## src/rtl/avalon_mem_master.sv

```systemverilog
// avalon_mem_master: Avalon-MM initiator turning single core load/store requests into
// bus transfers toward byte-addressed 32-bit memory slaves. One request in flight at a time.
//
// Ports:
//   clk, reset                      clock, asynchronous active-high reset
//   req_valid/req_ready             core request handshake (ready only while idle)
//   req_write/req_size/req_signed   access kind, size (00 byte, 01 half, 10 word), load extension
//   req_addr/req_wdata              byte address, right-justified store data
//   resp_valid/resp_err/resp_rdata  one-cycle completion pulse, error flag, extended load data
//   address/read/write/writedata/byteenable/waitrequest/readdata   Avalon-MM master side
//
// Parameter MAX_WAIT bounds consecutive stalled cycles before abort (0 disables the timeout).
module avalon_mem_master #(
    parameter int unsigned MAX_WAIT = 255
) (
    input  logic        clk,
    input  logic        reset,
    input  logic        req_valid,
    output logic        req_ready,
    input  logic        req_write,
    input  logic [1:0]  req_size,
    input  logic        req_signed,
    input  logic [31:0] req_addr,
    input  logic [31:0] req_wdata,
    output logic        resp_valid,
    output logic        resp_err,
    output logic [31:0] resp_rdata,
    output logic [31:0] address,
    output logic        read,
    output logic        write,
    input  logic        waitrequest,
    output logic [31:0] writedata,
    output logic [3:0]  byteenable,
    input  logic [31:0] readdata
);

    typedef enum logic [1:0] {StIdle, StIssue, StRdata, StErr} state_t;

    state_t      r_state;
    logic        r_is_write;
    logic [1:0]  r_size;
    logic        r_signed;
    logic [1:0]  r_lane;
    logic [31:0] r_stall_cnt;
    logic [31:0] r_address;
    logic        r_read;
    logic        r_write;
    logic [31:0] r_writedata;
    logic [3:0]  r_byteenable;
    logic        r_resp_valid;
    logic        r_resp_err;
    logic [31:0] r_resp_rdata;

    logic        w_err;
    logic [3:0]  w_be;
    logic [31:0] w_wdata;
    logic [31:0] w_lane;
    logic [31:0] w_ext;
    logic [31:0] w_stall_next;
    logic        w_timeout;

    // Request decode: alignment check, lane enables and lane-shifted store data.
    // Lanes outside the access are forced to zero so writedata is deterministic.
    always_comb begin
        w_err   = 1'b0;
        w_be    = 4'b0000;
        w_wdata = '0;
        unique case (req_size)
            2'b00: begin
                w_be    = 4'b0001 << req_addr[1:0];
                w_wdata = {24'b0, req_wdata[7:0]} << {req_addr[1:0], 3'b000};
            end
            2'b01: begin
                w_err   = req_addr[0];
                w_be    = req_addr[1] ? 4'b1100 : 4'b0011;
                w_wdata = {16'b0, req_wdata[15:0]} << {req_addr[1:0], 3'b000};
            end
            2'b10: begin
                w_err   = (req_addr[1:0] != 2'b00);
                w_be    = 4'b1111;
                w_wdata = req_wdata;
            end
            default: w_err = 1'b1;
        endcase
    end

    // Load extraction from the latched lane/size/sign of the request in flight.
    always_comb begin
        w_lane = readdata >> {r_lane, 3'b000};
        unique case (r_size)
            2'b00:   w_ext = {{24{r_signed & w_lane[7]}}, w_lane[7:0]};
            2'b01:   w_ext = {{16{r_signed & w_lane[15]}}, w_lane[15:0]};
            default: w_ext = w_lane;
        endcase
    end

    assign w_stall_next = r_stall_cnt + 32'd1;
    assign w_timeout    = (MAX_WAIT != 0) && (w_stall_next == MAX_WAIT);

    always_ff @(posedge clk or posedge reset) begin
        if (reset) begin
            r_state      <= StIdle;
            r_is_write   <= 1'b0;
            r_size       <= 2'b00;
            r_signed     <= 1'b0;
            r_lane       <= 2'b00;
            r_stall_cnt  <= '0;
            r_address    <= '0;
            r_read       <= 1'b0;
            r_write      <= 1'b0;
            r_writedata  <= '0;
            r_byteenable <= 4'b0000;
            r_resp_valid <= 1'b0;
            r_resp_err   <= 1'b0;
            r_resp_rdata <= '0;
        end else begin
            r_resp_valid <= 1'b0;
            case (r_state)
                StIdle: begin
                    if (req_valid) begin
                        r_stall_cnt <= '0;
                        if (w_err) begin
                            // Response is raised on entry so it is visible while in StErr,
                            // one cycle after the accept.
                            r_state      <= StErr;
                            r_resp_valid <= 1'b1;
                            r_resp_err   <= 1'b1;
                            r_resp_rdata <= '0;
                        end else begin
                            r_state      <= StIssue;
                            r_is_write   <= req_write;
                            r_size       <= req_size;
                            r_signed     <= req_signed;
                            r_lane       <= req_addr[1:0];
                            r_address    <= {req_addr[31:2], 2'b00};
                            r_byteenable <= w_be;
                            r_writedata  <= req_write ? w_wdata : '0;
                            r_read       <= ~req_write;
                            r_write      <= req_write;
                        end
                    end
                end
                StIssue: begin
                    if (!waitrequest) begin
                        r_read  <= 1'b0;
                        r_write <= 1'b0;
                        if (r_is_write) begin
                            r_state      <= StIdle;
                            r_resp_valid <= 1'b1;
                            r_resp_err   <= 1'b0;
                            r_resp_rdata <= '0;
                        end else begin
                            r_state <= StRdata;
                        end
                    end else begin
                        r_stall_cnt <= w_stall_next;
                        if (w_timeout) begin
                            r_read       <= 1'b0;
                            r_write      <= 1'b0;
                            r_state      <= StIdle;
                            r_resp_valid <= 1'b1;
                            r_resp_err   <= 1'b1;
                            r_resp_rdata <= '0;
                        end
                    end
                end
                StRdata: begin
                    r_state      <= StIdle;
                    r_resp_valid <= 1'b1;
                    r_resp_err   <= 1'b0;
                    r_resp_rdata <= w_ext;
                end
                StErr: begin
                    r_state <= StIdle;
                end
                default: begin
                    r_state <= StIdle;
                end
            endcase
        end
    end

    assign req_ready  = (r_state == StIdle);
    assign resp_valid = r_resp_valid;
    assign resp_err   = r_resp_err;
    assign resp_rdata = r_resp_rdata;
    assign address    = r_address;
    assign read       = r_read;
    assign write      = r_write;
    assign writedata  = r_writedata;
    assign byteenable = r_byteenable;

endmodule

```

## config.mk

```make
export PLATFORM = sky130hd
export DESIGN_NAME = avalon_mem_master
export DESIGN_NICKNAME = d
export VERILOG_FILES = /design/src/rtl/avalon_mem_master.sv
export SDC_FILE = /design/constraint.sdc
export NUM_CORES = 1
export LEC_CHECK = 0
export CORE_MARGIN = 5
export CORE_UTILIZATION = 46
export CTS_CLUSTER_DIAMETER = 80
export CTS_CLUSTER_SIZE = 14
export DETAILED_ROUTE_END_ITERATION = 8
export PLACE_DENSITY = 0.76
export SLEW_MARGIN = 20
export SYNTH_ARGS = -nofsm -noshare
export SYNTH_HDL_FRONTEND = slang
export SYNTH_SLANG_ARGS = --single-unit
```

## constraint.sdc

```tcl
create_clock -name clk -period 7.8 [get_ports clk]
set_input_delay 1.95 -clock clk [delete_from_list [all_inputs] [get_ports clk]]
set_output_delay 1.95 -clock clk [all_outputs]
set_load 0.005 [all_outputs]
```

After elaboration in Yosys (flattened, before gate mapping)
Index checks and enable logic that the tools add are counted.

Add/subtract/negate cells: 1. Eq/ne operators: 13. Shift operators: 4. Multiplexer cells: 41. Bitwise operators: 4. Reduce and logical (&&, ||, !) cells: 12.

Operators by type and width (number): 32-bit two-way mux (8); 32-bit one-hot mux with 3 select lines (2); 32-bit one-hot mux with 2 select lines (2); 32-bit by 1-bit adder with 32-bit output, second input constant (1); 32-bit by 8-bit == test with 1-bit output, second input constant (1); 16-bit by 5-bit left shift with 32-bit output (1); 8-bit by 5-bit left shift with 32-bit output (1); 32-bit by 5-bit >> shifter with 32-bit output (1); 1-bit two-way mux (16); 4-bit one-hot mux with 3 select lines (1); 2-bit two-way mux (5); 1-bit one-hot mux with 3 select lines (3); 2-bit by 1-bit == test with 1-bit output, second input constant (3); 2-bit == test, second input constant (3); 2-bit logical NOT (3); 2-bit != test, second input constant (3); 3-bit != test, second input constant (2); 2-bit one-hot mux with 3 select lines (1); 3-bit AND reduction (2); 5-bit AND reduction (1); 4-bit two-way mux (1); 1-bit one-hot mux with 2 select lines (2); 4-bit AND reduction (1); 2-bit nonzero test (2); other kinds (7) (9).

Output and inout bits: 105. Register bits: 142.

Longest topological paths before layout
Gate-level depths: netlist (run 1).

Depth after elaboration: 5. Depth in mapped cells: 10. Gate-level depth less buffers: 8.

Least setup slack after synthesis (run 1)
No wires, ideal clock.

Kind: input -> register. Start: input req_addr[0]. End: register r_address[10] (netlist: address[10]). Slack: 4.110 ns. Stages on the path: 7. Path buffers: 3. Setup time: 0.125 ns. Arrival time: 3.565 ns. Cells stage by stage: clkbuf_1 -> o21a_1 -> o22ai_1 -> nand3_1 -> clkbuf_1 -> clkbuf_1 -> mux2_2.

Cells in the longest elaborated chain, start to end: 4.

RTL lines: start, declared (line 23) `input logic [31:0] req_addr,`; 2-bit nonzero test (line 79) `w_err = (req_addr[1:0] != 2'b00);`; 1-bit one-hot mux with 3 select lines (*) (line 68) `unique case (req_size)`; 1-bit NOT (no source line) (*); 3-bit AND reduction (no source line) (*); end signal, assigned (line 135) `r_address <= {req_addr[31:2], 2'b00};`; end, declared (line 45) `logic [31:0] r_address;`.

Mark *: on every way between the ends. The rest lies on a longest branch, timed or not. A chain may end at the register's enable or synchronous reset.

Worst setup path after layout (run 1)
Start: input req_addr[0]. End: register r_writedata[5] (netlist: writedata[5]).

Cells in the longest elaborated chain, start to end: 4. Elaborated cells between the ends (all ways): 8. Those cells by class: 2 x shift; 3 x mux; 1 x bitwise; 2 x reduce/logical.

RTL lines: branches (longest 4 deep; another with 16-bit by 5-bit left shift with 32-bit output); end signal, assigned (line 137) `r_writedata <= req_write ? w_wdata : '0;`; end, declared (line 48) `logic [31:0] r_writedata;`.

Several ways; the timed one is not identified.

==> out/qor.yml, run 1 <==
drt_pass1_iterations: 4
synth.top_cells.by_count: "dfrtp_1 (142), nand2_1 (127), o21ai_0 (79), nor2_1 (74), clkbuf_1 (51)"
rows: 48
ys_warn_count: 0
path_cells: "clkdlybuf4s50_1, o21a_1, o22ai_1, nand3_4, nor2_1, a22o_1"
finClkSkew_ns: 0.01019
yosysMostFrequentCell: "dfrtp_1"
max_freq_mhz: 205.8
rsz0062_at_grt: "no"
cts.hold.buffers_added: 0
whs_ns: 0.4791
routed_wl_um: 22700
holdPathStages: 1
maxSlewViolCount: 0
grt_pass1_vias: 6966
synth-edff-count: 0
hold_start: "byteenable[0]$_DFFE_PP0P_"
crit_type: "primary input to register"
period_needed_ns: 4.860
globalplace.congestion: 0.8922
antenna_found_initial: 0
worstHoldPathType: "register to register"
portBuffers: 206
post-route-drc-count: 0
syn_area_per_cell_um2: 9.310
arrival_ns: 5.22
final_hold_viol_count: 0
cts_htree_levels: 4
run_status: "complete, no violations"
vias_per_cell: 5.695
grt_pass1_wl_um: 36480
cts_resized: 0
maxCapViolCount: 0
synth_area_leaders: "dfrtp_1 (44%), nand2_1 (5.9%), mux2_2 (5.8%)"
finish.utilization_pct: 62.28
yosys.area.top_type: "dfrtp_1"
start_kind: "primary input"
dpl.hpwl_um: 16010
r2r-start: "r_stall_cnt[2]$_DFFE_PP0P_"
grt-ovfl-total: 0
setup_tns_ns: 0
dr_total_vias: 7215
ir_drop_uv: 205.5
cts_tree: "built"
ys_seq_area_share_pct: 43.82
die_h_um: 142.8
clk_latency_ns: 0.43
endpoint_kind: "register"
ys_ff_latch: 142
fillers: 1476
worstReg2RegEnd: "resp_rdata[31]$_DFFE_PP0P_"
layout-drive-gt1-share_pct: 13.82
relSlewSlack_pct: 27.05
ys_types: 78
core-area_um2: 17300
cts.sinks: 142
cts_made_buffers: 17
finalCritPeriodShare_pct: 62.30
worstPathRequired_ns: 8.16
nets: 1135
postCtsSetupRepairBufs: 0
reg2reg_depth: 8
rrSetupSlack_ns: 4.17
grt_usage_pct: 21.98
slowest_stage: "nand3_4"
async_flop_share_pct: 100.0
worst_pin_slew_ns: 1.094
syn_to_final_growth_pct: 32.85
cts_root_buf: "clkbuf_16"
io_pins: 209
synth_area_um2: 8109
cellLeakagePower_nw: 4.386
power_density_nw_per_um2: 300.0
holdPathEnd: "byteenable[0]$_DFFE_PP0P_"
grt_max_degree: 93
drtAntennaViolNets: 0
synthCells: 871
initial_utilization_pct: 46.88
synthFlopType: "dfrtp_1"
antenna_cells: 0
setup_viol_count_final: 0
wire_per_inst_um: 17.91
dieWidth_um: 142.8
critPathMaxFanout: 92
die_area_um2: 20380
clockBufferDepth: 2
max_stage_delay_ns: 0.82
drtIter0Drc: 501
clkTransAtPathRegs_ns: 0.07
synth_top_area_share_pct: 43.82
[registers in the layout, summed over array words and instances, names as in the netlist]
name	flops
r_stall_cnt	32
read	1
resp_err	1
resp_valid	1
r_state	2
resp_rdata	32
byteenable	4
address	30
r_size	2
writedata	32
r_lane	2
write	1
r_is_write	1
r_signed	1
[report_power, final]
part | switching, W | internal (W)
combinational | 0.000602 | 0.000713
clock | 0.000365 | 0.000435
sequential | 0.000155 | 0.000963
total | 0.00112 | 0.00211
[kinds of logic (layout without fill, tap and decap cells)]
group | count (synthesis) | in the layout | synth area share [%]
compound gates | 260 | 260 | 22.11
fa+ha+maj | 2 | 2 | 0.3085
mux | 61 | 61 | 8.394
buf+inv | 84 | 254 | 4.829
flops | 142 | 142 | 43.82
xor+xnor | 10 | 10 | 1.080
other cells | 1 | 2 | 0.04624
simple gates | 311 | 311 | 19.41
[through the flow]
step           worst slack [ns]  power (W)  cell area [µm²]  instances
4_1_cts                   2.999   0.003254            10770       1267
2_1_floorplan             2.040   0.001781             8113        872
3_3_place_gp              2.624   0.002418            10180       1235
3_5_place_dp              2.569   0.002446            10190       1235
6_report                  2.940   0.003232            10770       1267
5_1_grt                   2.714   0.003438            10770       1267
[cells in the final DEF (no fill, tap or decap), types with 4 or more instances in the layout]
cell | netlist | final
and4_1 | 6 | 6
xor2_1 | 4 | 4
dfrtp_1 | 142 | 142
a31oi_1 | 10 | 10
mux2_2 | 42 | 42
nand4_1 | 15 | 15
inv_1 | 6 | 5
xnor2_1 | 6 | 6
a21oi_1 | 29 | 28
nor2_1 | 74 | 74
nand2_1 | 127 | 127
clkdlybuf4s50_1 | 0 | 206
nand3_1 | 17 | 16
nor3_1 | 15 | 15
a22oi_1 | 26 | 26
mux2i_1 | 17 | 17
inv_8 | 0 | 5
o21ai_2 | 30 | 30
o21ai_0 | 79 | 79
a21o_1 | 6 | 6
clkbuf_16 | 0 | 17
and2_1 | 7 | 7
o31ai_1 | 16 | 16
a22o_1 | 32 | 32
nor2b_1 | 8 | 7
buf_4 | 7 | 10
inv_6 | 0 | 4
o211ai_1 | 8 | 8
[cell type report]
cell class	count	area (µm²)	share of cell area (%)
Clock buffer	18	439.2	4.077
Clock inverter	14	147.6	1.371
Inverter	6	27.53	0.2555
Multi-Input combinational cell	646	4187	38.86
Sequential cell	142	3553	32.99
Tap cell	225	281.5	2.613
Timing Repair Buffer	216	2137	19.84
[how the worst max path moves through the flow]
stage / from / to
floorplan: reset / address[10]$_DFFE_PP0P_
global placement: req_addr[0] / writedata[2]$_DFFE_PP0P_
detailed placement: req_addr[0] / writedata[4]$_DFFE_PP0P_
CTS: req_addr[0] / writedata[5]$_DFFE_PP0P_
global route: req_size[1] / writedata[5]$_DFFE_PP0P_
finish: req_addr[0] / writedata[5]$_DFFE_PP0P_
[routing by layer]
metal	part of all wire (%)	global-route usage, %	wire (µm)	vias to the layer above
met2	46	34.64	10400	236
met5	0	0	0	-
met4	2.3	7.004	516	0
met3	6.6	4.320	1500	38
met1	45	30.70	10280	3461
li1	-	-	-	3480
[critical path: cells and delay by family]
family                 cells  cell delay [ns]
and+or+nand+nor            2             1.56
buffers and inverters      1             0.72
AOI/OAI and AO/OA          3             0.92
No activity file was read; power rests on OpenSTA's default activity.
==> run 2: changes to the inputs <==
==> constraint.sdc (replaced) <==
create_clock -name clk -period 4.5 [get_ports clk]
set_input_delay 1.125 -clock clk [delete_from_list [all_inputs] [get_ports clk]]
set_output_delay 1.125 -clock clk [all_outputs]
set_load 0.005 [all_outputs]
==> run 2 against run 1 <==
Effect of this change: wire length is 2.1% higher; clock power up 66%; sequential share of layout area is 0.069 points lower; sequential power is 74% higher; hold slack about the same.
==> out/qor.yml, run 2 (synthesis gave the netlist of run 1 again) <==
grt-ovfl-total: 0  # unchanged
wire_per_inst_um: 18.21  # +1.7%
die_area_um2: 20380  # unchanged
drtAntennaViolNets: 0  # unchanged
maxSlewViolCount: 0  # unchanged
worstHoldPathType: "register to register"
cts.hold.buffers_added: 0  # unchanged
worstPathRequired_ns: 4.78  # -3.38 ns
rsz0062_at_grt: "no"
m1WireLength_um: 9856  # -4.1%
clkTransAtPathRegs_ns: 0.06  # about the same
cellLeakagePower_nw: 4.389  # about the same
power_density_nw_per_um2: 516.1  # +72%
initial_utilization_pct: 46.88  # unchanged
maxCapViolCount: 0  # unchanged
setup_viol_count_final: 0  # unchanged
grt_pass1_wl_um: 37120  # +1.8%
drtIter0Drc: 621  # +24%
dp.cells: 1240  # +0.40%
ir_drop_uv: 343.1  # +67%
grt_max_degree: 80  # -14%
layout-drive-gt1-share_pct: 14.14  # +0.32 points
syn_to_final_growth_pct: 33.13
run_status: "complete, no violations"
rows: 48  # unchanged
antenna_cells: 0  # unchanged
cts_htree_levels: 4  # unchanged
critPathMaxFanout: 33  # -64%
finClkSkew_ns: 0.01036  # +0.0001636 ns
nets: 1140  # +0.44%
cts_resized: 0  # unchanged
worst_pin_slew_ns: 0.8145  # -0.2799 ns
finalNonFillerCells: 1272  # +0.39%
vias_per_cell: 5.833  # +2.4%
worst_slack_ns: 0.9753  # -1.965 ns
core-area_um2: 17300  # unchanged
antenna_found_initial: 0  # unchanged
die_h_um: 142.8  # unchanged
endpoint_kind: "register"
crit_type: "register to register"
whs_ns: 0.4795  # +0.0004140 ns
setup_tns_ns: 0  # unchanged
finalCritPeriodShare_pct: 78.33
period_needed_ns: 3.525
final_hold_viol_count: 0  # unchanged
cts.sinks: 142  # unchanged
post-route-drc-count: 0  # unchanged
cts_made_buffers: 17  # unchanged
dpl.hpwl_um: 16530  # +3.3%
mostFrequentLayoutCells: "clkdlybuf4s50_1 (206), dfrtp_1 (142), nand2_1 (127), o21ai_0 (79), nor2_1 (74)"
relSlewSlack_pct: 45.53  # +18 points
cts_tree: "built"
grt_usage_pct: 22.53  # +0.55 points
max_freq_mhz: 283.7
grt_pass1_vias: 7058  # +1.3%
postCtsSetupRepairBufs: 0  # unchanged
portBuffers: 206  # unchanged
final_common_cell: "clkdlybuf4s50_1"
io_pins: 209  # unchanged
cts_root_buf: "clkbuf_16"
arrival_ns: 3.81  # -1.41 ns
start_kind: "register"
top_layer_used: "met4"
globalplace.congestion: 0.9094  # +1.9%
routed_wl_um: 23160  # +2.1%
dieWidth_um: 142.8  # unchanged
clk_latency_ns: 0.43  # about the same
clockBufferDepth: 2  # unchanged
drt_pass1_iterations: 5  # +1
dr_total_vias: 7419  # +2.8%
met2_length_um: 10810  # +3.9%
preCtsSetupSlack_ns: 0.8180  # -1.751 ns
wl_met3_um: 1888  # +26%
## run 2: worst paths after layout
check / startpoint / to / slack, ns / cells after the start
min in group asynchronous: reset / resp_rdata[7]$_DFFE_PP0P_ / 1.06 / 2
setup / recovery: r_stall_cnt[2]$_DFFE_PP0P_ / resp_rdata[31]$_DFFE_PP0P_ / 0.98 / 8
hold / removal: writedata[17]$_DFFE_PP0P_ / writedata[17]$_DFFE_PP0P_ / 0.48 / 2
setup reg to reg: r_stall_cnt[2]$_DFFE_PP0P_ / resp_rdata[31]$_DFFE_PP0P_ / 0.98 / 8
max in group asynchronous: reset / r_stall_cnt[23]$_DFFE_PP0P_ / 2.50 / 3
hold reg to reg: writedata[17]$_DFFE_PP0P_ / writedata[17]$_DFFE_PP0P_ / 0.48 / 2
## run 2: critical path, cell delays in order, from the launching register on
cell	delay [ns]
dfrtp_1	0.54
and4_1	0.45
nand4_4	0.18
or4_1	0.62
xnor2_1	0.18
or4b_4	0.50
nor4_4	0.21
buf_4	0.50
o21ai_0	0.17
## run 2: layer usage
metal	global-route usage, %	vias to the layer above
met5	0	-
met4	7.854	0
met3	5.224	49
met2	35.09	304
met1	31.03	3567
li1	-	3499
## run 2: cell type report
class	instances	area (µm²)
Clock buffer	18	439.2
Clock inverter	14	123.9
Fill cell	1515	6501
Inverter	6	26.28
Multi-Input combinational cell	646	4184
Sequential cell	142	3553
Tap cell	225	281.5
Timing Repair Buffer	221	2187
## run 2: per-stage QoR
stage          utilization (%)  total power (W)  instance area (µm²)
2_1_floorplan                -         0.003087                 8117
3_3_place_gp             59.16         0.004203                10230
3_5_place_dp             59.16         0.004262                10230
4_1_cts                  62.41         0.005630                10800
5_1_grt                  62.41         0.005927                10800
6_report                 62.41         0.005572                10800
## run 2: report_power, final
part | switching (W) | internal, W | total [W]
combinational | 0.00105 | 0.00124 | 0.00229
clock | 0.000597 | 0.000737 | 0.00133
sequential | 0.000275 | 0.00167 | 0.00195
==> run 3: changes to the inputs <==
==> constraint.sdc (replaced) <==
create_clock -name clk -period 3.6 [get_ports clk]
set_input_delay 0.9 -clock clk [delete_from_list [all_inputs] [get_ports clk]]
set_output_delay 0.9 -clock clk [all_outputs]
set_load 0.005 [all_outputs]
==> run 3 against run 2 <==
Effect of this change: critical path depth unchanged; clock skew down 0.00054 ns; power up 27%.
==> out/qor.yml, run 3 (synthesis gave the netlist of run 1 again) <==
crit_family: "simple AND/OR/NAND/NOR gates"
holdPathStages: 2  # unchanged
core-area_um2: 17300  # unchanged
ir_drop_uv: 437.7  # +28%
run_status: "complete, no violations"
whs_ns: 0.4815  # +0.001954 ns
maxCapViolCount: 0  # unchanged
clockBufferDepth: 2  # unchanged
arrival_ns: 3.51  # -0.30 ns
max_freq_mhz: 311.0  # +9.6%
finish.utilization_pct: 63.38  # +0.96 points
rows: 48  # unchanged
nets: 1150  # +0.88%
holdPathEnd: "writedata[21]$_DFFE_PP0P_"
path_buf_inv: 1  # unchanged
r2r-start: "r_stall_cnt[11]$_DFFE_PP0P_"
initial_utilization_pct: 46.88  # unchanged
relSlewSlack_pct: 53.22  # +7.7 points
reg2reg_depth: 8  # unchanged
finClkSkew_ns: 0.009811  # -0.0005439 ns
cts_root_buf: "clkbuf_16"
cts_made_buffers: 17  # unchanged
dp.cells: 1250  # +0.81%
endpoint_kind: "register"
grt-ovfl-total: 0  # unchanged
final_common_cell: "clkdlybuf4s50_1"
die_area_um2: 20380  # unchanged
globalplace.congestion: 0.9068  # -0.29%
vias_per_cell: 5.713  # -2.1%
syn_to_final_growth_pct: 35.18
period_needed_ns: 3.215  # -0.3097 ns
rrSetupSlack_ns: 0.39  # -0.59 ns
dr_total_vias: 7324  # -1.3%
mostFrequentLayoutCells: "clkdlybuf4s50_1 (206), dfrtp_1 (142), nand2_1 (127), o21ai_0 (79), nor2_1 (74)"
cts.hold.buffers_added: 0  # unchanged
cts_htree_levels: 4  # unchanged
setup_viol_count_final: 0  # unchanged
drtIter0Drc: 518  # -17%
rsz0062_at_grt: "no"
finalNonFillerCells: 1282  # +0.79%
grt_usage_pct: 22.21  # -0.32 points
worstPathRequired_ns: 3.89  # -0.89 ns
wire_per_inst_um: 17.69  # -2.9%
postCtsSetupRepairBufs: 0  # unchanged
critPathMaxFanout: 33  # unchanged
cts_resized: 0  # unchanged
start_kind: "register"
antenna_found_initial: 0  # unchanged
power_density_nw_per_um2: 646.8  # +25%
grt_pass1_vias: 6928  # -1.8%
cellLeakagePower_nw: 4.488  # +2.3%
slowest_stage: "or4_1"
path_cells: "and4_1, nand4_4, or4_1, xnor2_1, or4b_4, nor4_4, buf_12, o21ai_0"
worstReg2RegEnd: "resp_rdata[30]$_DFFE_PP0P_"
post-route-drc-count: 0  # unchanged
final_hold_viol_count: 0  # unchanged
hold_start: "writedata[21]$_DFFE_PP0P_"
setup_tns_ns: 0  # unchanged
portBuffers: 206  # unchanged
finalCritPeriodShare_pct: 89.30  # +11 points
drtAntennaViolNets: 0  # unchanged
cts_tree: "built"
worst_pin_slew_ns: 0.6985  # -0.1160 ns
max_stage_delay_ns: 0.61  # about the same
dpl.hpwl_um: 16650  # +0.73%
antenna_cells: 0  # unchanged
clk_latency_ns: 0.43  # about the same
cts.sinks: 142  # unchanged
dieWidth_um: 142.8  # unchanged
maxSlewViolCount: 0  # unchanged
worstHoldPathType: "register to register"
layout-drive-gt1-share_pct: 15.04  # +0.91 points
die_h_um: 142.8  # unchanged
io_pins: 209  # unchanged
routed_wl_um: 22680  # -2.1%
crit_type: "register to register"
grt_max_degree: 51  # -36%
grt_pass1_wl_um: 36710  # -1.1%
drt_pass1_iterations: 7  # +2
clkTransAtPathRegs_ns: 0.07  # about the same
[run 3: changes by cell type in the layout (fill, tap and decap cells not counted), sizes merged]
cell / change
clkinv: +3
clkbuf: +1
clkinvlp: -4
buf: +10
bufinv: +1
inv: -1
[run 3: worst register-to-register path, stage by stage, from the launching register on]
cell	delay, ns
dfrtp_1	0.55
and4_1	0.35
nand4_4	0.17
or4_1	0.61
xnor2_1	0.19
or4b_4	0.52
nor4_4	0.27
buf_12	0.28
o21ai_0	0.16
[run 3: area by class of cell]
type / count / area, µm²
Timing Repair Buffer: 231 / 2312
Clock buffer: 19 / 452.9
Multi-Input combinational cell: 646 / 4187
Tap cell: 225 / 281.5
Inverter: 6 / 26.28
Clock inverter: 13 / 148.9
Sequential cell: 142 / 3553
Fill cell: 1437 / 6335
[run 3: per-layer routing]
layer  GRT usage, %  routed length [µm]  share of wire [%]  up-vias
met1          31.47               10160                 45     3509
met5              0                   0                  0        -
met3          5.191                1670                7.4       26
met2          34.87               10480                 46      272
met4          5.103                 361                1.6        0
li1               -                   -                  -     3517
[run 3: report_power, final]
| part | internal, W | switching [W] |
|---|---|---|
| clock | 0.00102 | 0.000750 |
| combinational | 0.00158 | 0.00131 |
| sequential | 0.00209 | 0.000345 |
[run 3: per-stage QoR]
stage	area, µm²	setup slack (ns)	total power, W
after global placement	10360	0.4171	0.005300
after detailed placement	10360	0.3546	0.005353
after floorplan	8117	0.7107	0.003859
after CTS	10960	0.3762	0.007140
after global routing	10960	0.2521	0.007541
final	10960	0.3850	0.007090
[run 3: worst max path at each step]
stage,to,slack (ns),start,cells past startpoint
5_1_grt,resp_rdata[30]$_DFFE_PP0P_,0.25,r_stall_cnt[11]$_DFFE_PP0P_,8
3_5_place_dp,writedata[5]$_DFFE_PP0P_,0.35,req_addr[0],6
2_1_floorplan,resp_rdata[0]$_DFFE_PP0P_,0.71,r_stall_cnt[0]$_DFFE_PP0P_,9
6_report,resp_rdata[30]$_DFFE_PP0P_,0.39,r_stall_cnt[11]$_DFFE_PP0P_,8
4_1_cts,resp_rdata[30]$_DFFE_PP0P_,0.38,r_stall_cnt[8]$_DFFE_PP0P_,8
3_3_place_gp,resp_rdata[28]$_DFFE_PP0P_,0.42,readdata[31],8
